## src/rtl/cline_burst_adapter.sv

```systemverilog
// cline_burst_adapter
// Takes one 256-bit cacheline read or write from the arbiter side and runs it
// as a four-beat, 64-bit burst on the physical-memory bus. Read beats are
// gathered into a line buffer. Write beats are served from a copy of the line
// captured at acceptance. A one-cycle line_resp closes each transaction.
// Every output is decoded from registered state, so no input reaches an
// output combinationally.

module cline_burst_adapter (
  input  logic         clk,
  input  logic         rst,
  input  logic [31:0]  line_address,
  output logic [255:0] line_rdata,
  input  logic [255:0] line_wdata,
  input  logic         line_read,
  input  logic         line_write,
  output logic         line_resp,
  output logic [31:0]  burst_address,
  input  logic [63:0]  burst_rdata,
  output logic [63:0]  burst_wdata,
  output logic         burst_read,
  output logic         burst_write,
  input  logic         burst_resp
);

  typedef enum logic [1:0] {
    IDLE = 2'd0,
    RD   = 2'd1,
    WR   = 2'd2,
    RESP = 2'd3
  } state_t;

  state_t         state;
  state_t         state_next;
  logic [1:0]     cnt;
  logic [31:0]    addr_q;
  logic [255:0]   wdata_q;
  logic [255:0]   line_buf;
  logic           last_beat;

  // The low five address bits select a byte inside the line, so the burst never uses them.
  logic           unused_offset_bits;
  assign unused_offset_bits = ^line_address[4:0];

  // The fourth accepted beat is the one taken while the counter reads 3.
  assign last_beat = burst_resp && (cnt == 2'd3);

  // State register. A synchronous reset abandons any burst in progress.
  always_ff @(posedge clk) begin
    if (rst) begin
      state <= IDLE;
    end else begin
      state <= state_next;
    end
  end

  // Next-state logic plus output decode. The outputs depend only on the
  // registered state, counter and latches.
  always_comb begin
    state_next  = state;
    line_resp   = 1'b0;
    burst_read  = 1'b0;
    burst_write = 1'b0;
    burst_wdata = 64'd0;
    case (state)
      IDLE: begin
        if (line_write) begin
          state_next = WR;
        end else if (line_read) begin
          state_next = RD;
        end
      end
      RD: begin
        burst_read = 1'b1;
        if (last_beat) begin
          state_next = RESP;
        end
      end
      WR: begin
        burst_write = 1'b1;
        burst_wdata = wdata_q[{cnt, 6'b000000} +: 64];
        if (last_beat) begin
          state_next = RESP;
        end
      end
      RESP: begin
        line_resp  = 1'b1;
        state_next = IDLE;
      end
      default: begin
        state_next = IDLE;
      end
    endcase
  end

  // Datapath. It captures the request at acceptance, counts beats, and fills
  // the read buffer slot by slot. Beats that arrive outside RD and WR are dropped.
  always_ff @(posedge clk) begin
    if (rst) begin
      cnt      <= 2'd0;
      addr_q   <= 32'd0;
      wdata_q  <= 256'd0;
      line_buf <= 256'd0;
    end else begin
      case (state)
        IDLE: begin
          if (line_write) begin
            addr_q  <= {line_address[31:5], 5'b00000};
            wdata_q <= line_wdata;
            cnt     <= 2'd0;
          end else if (line_read) begin
            addr_q  <= {line_address[31:5], 5'b00000};
            cnt     <= 2'd0;
          end
        end
        RD: begin
          if (burst_resp) begin
            line_buf[{cnt, 6'b000000} +: 64] <= burst_rdata;
            cnt                              <= cnt + 2'd1;
          end
        end
        WR: begin
          if (burst_resp) begin
            cnt <= cnt + 2'd1;
          end
        end
        default: begin
        end
      endcase
    end
  end

  assign burst_address = addr_q;
  assign line_rdata    = line_buf;

endmodule

```

## config.mk

```make
export PLATFORM = sky130hd
export DESIGN_NAME = cline_burst_adapter
export DESIGN_NICKNAME = d
export VERILOG_FILES = /design/src/rtl/cline_burst_adapter.sv
export SDC_FILE = /design/constraint.sdc
export NUM_CORES = 1
export LEC_CHECK = 0
export ABC_AREA = 1
export CORE_AREA = 10 10 271 273
export DETAILED_ROUTE_END_ITERATION = 6
export DIE_AREA = 0 0 281 283
export PLACE_DENSITY_LB_ADDON = 0.25
export SYNTH_ARGS = -nofsm -noshare
export SYNTH_HDL_FRONTEND = slang
export SYNTH_SLANG_ARGS = --single-unit
export TNS_END_PERCENT = 100
```

## constraint.sdc

```tcl
create_clock -name clk -period 6.2 [get_ports clk]
set_input_delay 1.55 -clock clk [delete_from_list [all_inputs] [get_ports clk]]
set_output_delay 1.55 -clock clk [all_outputs]
set_load 0.01 [all_outputs]
```

# --- Word level (Yosys, flattened, before mapping) ---
# Index checks and enable logic that the tools add are counted.
word_totals:
  ff_bits: 548
  output_inout_bits: 355
  word_cells: 42
classes:
  addsub: 2
  eq_ne: 7
  n_shift: 3
  mux: 15
  reduce_logical: 10
op_table:
  columns: ["operator", "count"]
  rows:
  - ["256-bit bitwise mux", 1]
  - ["64-bit by 10-bit variable shift with 256-bit output, first input constant", 1]
  - ["256-bit by 9-bit variable part select with 64-bit output", 1]
  - ["64-bit by 10-bit variable part select with 256-bit output", 1]
  - ["32-bit two-way mux", 2]
  - ["64-bit two-way mux", 1]
  - ["2-bit two-way mux", 6]
  - ["8-bit negation with 10-bit output", 1]
  - ["2-bit AND reduction", 4]
  - ["2-bit equality test, second input constant", 3]
  - ["2-bit case mux with 3 select lines", 1]
  - ["2-bit by 1-bit != test with 1-bit output, second input constant", 2]
  - ["2-bit case mux with 2 select lines", 1]
  - ["2-bit nonzero test", 2]
  - ["1-bit two-way mux", 3]
  - ["3-bit != test, second input constant", 1]
  - ["3-bit AND reduction", 1]
  - ["2-bit by 1-bit adder with 2-bit output, second input constant", 1]
  - ["2-bit by 1-bit equality test with 1-bit output, second input constant", 1]
  - ["2-bit logical NOT", 1]
  - ["2-bit OR reduction", 1]
  - ["1-bit logical AND", 1]

# --- Logic depth before layout (Yosys ltp) ---
logic_depth:
  word_depth: 4
  mapped_depth: 11
  mapped_depth_nobuf: 7

# --- Worst setup path after synthesis ---
# No wires, ideal clock.
synth_timing:
  kind: "reg2out"
  from: "register cnt[0]"
  to: "output port burst_wdata[54]"
  arrival_time_ns: 1.225
  required_time_ns: 4.650
  slack_ns: 3.425
  path_stages_with_launch: 7
  cell_sequence: "dfxtp_1 > buf_2 > buf_2 > nor2_1 > nor2_1 > o21ai_0 > a21oi_1"
synth_via:
  elab_chain_len: 2
synth_lines:
  columns: ["item", "line", "source"]
  rows:
  - ["start: declaration", "35", "logic [1:0] cnt;"]
  - ["start signal: assignment", "119", "cnt <= cnt + 2'd1;"]
  - ["start signal: assignment", "124", "cnt <= cnt + 2'd1;"]
  - ["256-bit by 9-bit variable part select with 64-bit output", "81", "burst_wdata = wdata_q[{cnt, 6'b000000} +: 64];"]
  - ["64-bit two-way mux", "65", "case (state)"]
  - ["end: declaration", "20", "output logic [63:0] burst_wdata,"]
# Every way passes these cells.

# --- Worst setup path in the final report ---
layout_timing:
  from: "register cnt[0]"
  to: "output port burst_wdata[2]"
# Same word-level chain as after synthesis.

==> reports/summary.txt <==
Core ar.: 68100 sq um
Synth warn: 0
Starting Density: 32.7%
M1 wire length: 35900 um
WL/cell: 19.5 um
Post-synthesis mux area share: 0%
Area fraction of the dominant cell type after synthesis: 48.8%
Crit-path slowest cell: dfxtp_4
Synth Register Bits: 543
Slew @ Worst Pin: 1.15 ns
Drt drc: 0
Layout area overhead: 41.7%
Nets: 4091
Seq/Total Area, Yosys: 48.8%
# clock sinks: 543
Highest routed layer: met5
Hold buffer count at CTS: 0
CP peak stage delay: 0.91 ns
Relative slew slack: 23.7%
First-pass GRT wire length: 135000 um
Final worst path period share: 80.4%
Setup TNS: 0 ns
Max H-tree Level: 2
Clock Pin Slew Worst Setup and Hold Paths: 0.06 ns
CTS tree: yes
Clock skew: 0.0247 ns
Largest cells by area after synthesis: dfxtp_1 49%, nor2_1 13%, o21ai_0 9.1%, nand2_1 8.8%, a21oi_1 8.7%
Largest net degree at the start of global routing: 270
Largest area contributor in the netlist: dfxtp_1
Vias in the first global route: 21060
EDFF count, synth: 0
Asr flop ratio synth: 0%
DP Worst Slack: 1.81 ns
Clock Latency Late Sink: 0.63 ns
Average vias per placed instance: 4.79
CP Cell Sequence: buf_12 -> nor2_1 -> nor2_1 -> o21ai_0 -> a21oi_1 -> clkdlybuf4s50_1
Number of antenna violations at the first check in global routing: 20
Share of cells above drive strength 1: 3.85%
RSZ-0062 raised after global routing: false
TritonCTS Buffers: 59
Die Y: 283 um
Routed met3 length: 7790 um
CP max FO: 139
Sw Share: 36.9%
Critical Path RT: 4.65 ns
Met2 WL: 43400 um
Grt total ovfl: 0
RD Place Congestion: 0.833
Int Pwr: 0.00771 W
Post-synth cell types: 19
Total GRT Usage: 21.8%
Hold WS: 0.450 ns
Final period demand of the worst path: 4.99 ns
Row Count: 96
Reg power frac: 37.0%
Die W: 281 um
Leak: 11.8 nW
Synthesized cell area: 22300 sq um
Final wirelength: 91100 um
Largest family of logic cells by synthesized area: simple AND/OR/NAND/NOR gates
Type of the worst setup path: reg2out
Post-synth top flop: dfxtp_1
Final HPWL DP: 62800 um
Fill cell count: 7010
Port-buffer cells: 701
CP arrival: 3.44 ns
Syn_area_per_cell: 6.99 sq um
Vias: 22351
Number of max-cap violations: 0
Most instantiated cells after synthesis: 762 x nor2_1, 543 x dfxtp_1, 523 x nand2_1, 403 x o21ai_0, 386 x a21oi_1
Post-CTS setup buffer count: 0
Clock Power Share: 28.8%
Die footprint: 79500 sq um
Synth Area in XOR/XNOR: 0%
CP startpoint kind: flop
Clock Path Buffers: 3
Cell area power density: 387 nW/um^2
Min-delay worst type: reg2reg
Status: finished, final reports clean
TritonRoute pass-1 iters: 7
Synth Area in Compound Gates: 18.1%
Count leader, synth: nor2_1
Pins Over Slew Limit: 0
Final hold vios: 0
Final setup margin: 1.21 ns
Post-Synthesis Cells: 3187
Crit end category: primary output
Root Buffer: clkbuf_16
Most used cell, CP: nor2_1
Adder-cell share of the synthesized area: 0.562%
Combinational power share: 34.2%
CTS-repair resized insts: 0
Synth Area in Simple Gates: 24.9%
Count of antenna-violating nets left after detailed routing: 0
Finish-stage setup viols: 0
Highest Clock Rate: 0.201 GHz
# IOs: 712
Starting DRT DRC Count: 1692
Sw Pwr: 0.00451 W
Peak VDD IR: 0.000247 V
[sequential cells by signal, indices dropped and copies added (netlist names)]
| register | flops |
|---|---|
| line_rdata | 256 |
| wdata_q | 256 |
| burst_address | 27 |
| cnt | 2 |
| state | 2 |
[worst max-delay path: cells and delay by family, from the launching register on]
family	cells	cell delay (ns)
AND/OR/NAND/NOR	2	0.21
AO/OA/AOI/OAI	2	0.43
flip-flops	1	0.91
buffers and inverters	2	1.16
[logic make-up after synthesis]
logic type,after synthesis
other,1
adder cells (fa/ha/maj),10
AO/OA/AOI/OAI,806
flip-flops,543
AND/OR/NAND/NOR,1423
buffers and inverters,404
[power groups by stage]
stage               combinational [W]  clock [W]  sequential (W)
floorplan                     0.00257          0         0.00455
global placement              0.00420          0         0.00457
detailed placement            0.00421          0         0.00459
CTS                           0.00423    0.00360         0.00452
global route                  0.00469    0.00375         0.00460
finish                        0.00418    0.00352         0.00452
[area by class of cell]
| class | count | area (sq um) | area share (%) |
|---|---|---|---|
| clock buffer | 93 | 1830 | 5.78 |
| sequential | 543 | 10900 | 34.5 |
| antenna | 13 | 32.5 | 0.103 |
| timing repair buffer | 730 | 7300 | 23.1 |
| inverter | 146 | 563 | 1.78 |
| multi-input combinational | 2244 | 9760 | 30.9 |
| tap | 882 | 1100 | 3.50 |
| clock inverter | 14 | 113 | 0.357 |
[per-stage QoR]
step	std cells	utilization, %	instance area, sq um	total power, W
2_1_floorplan	3191	-	22300	0.00711
3_3_place_gp	4545	43.5	29600	0.00877
3_5_place_dp	4545	43.5	29600	0.00880
4_1_cts	4652	46.3	31500	0.0123
5_1_grt	4663	46.3	31600	0.0130
6_report	4665	46.4	31600	0.0122
[worst paths after layout]
check / cells after the start / end / from / slack [ns]
min reg2reg: 2 / wdata_q[75]$_SDFFE_PP0P_ / wdata_q[75]$_SDFFE_PP0P_ / 0.45
max reg2reg: 8 / line_rdata[149]$_SDFFE_PP0P_ / cnt[0]$_SDFFE_PP0P_ / 2.08
min: 2 / wdata_q[75]$_SDFFE_PP0P_ / wdata_q[75]$_SDFFE_PP0P_ / 0.45
max: 6 / burst_wdata[2] / cnt[0]$_SDFFE_PP0P_ / 1.21
[placed cells by master, fill, tap and decap left out, types with 16 or more instances in the layout]
cell and instances:
a21oi_1 386, o21ai_1 16, o21ai_0 403, buf_4 24, nor2_1 761, clkbuf_8 20, dfxtp_1 541, nand2_1 522
clkdlybuf4s50_1 700, nand3_1 130, inv_1 137, clkbuf_16 60
[metal layers]
metal	vias to the layer above	track usage [%]
li1	11315	-
met1	10172	24.9
met2	687	36.8
met3	165	6.62
met4	12	10.3
met5	-	0
Note: power is estimated with default switching activity, not from simulation.
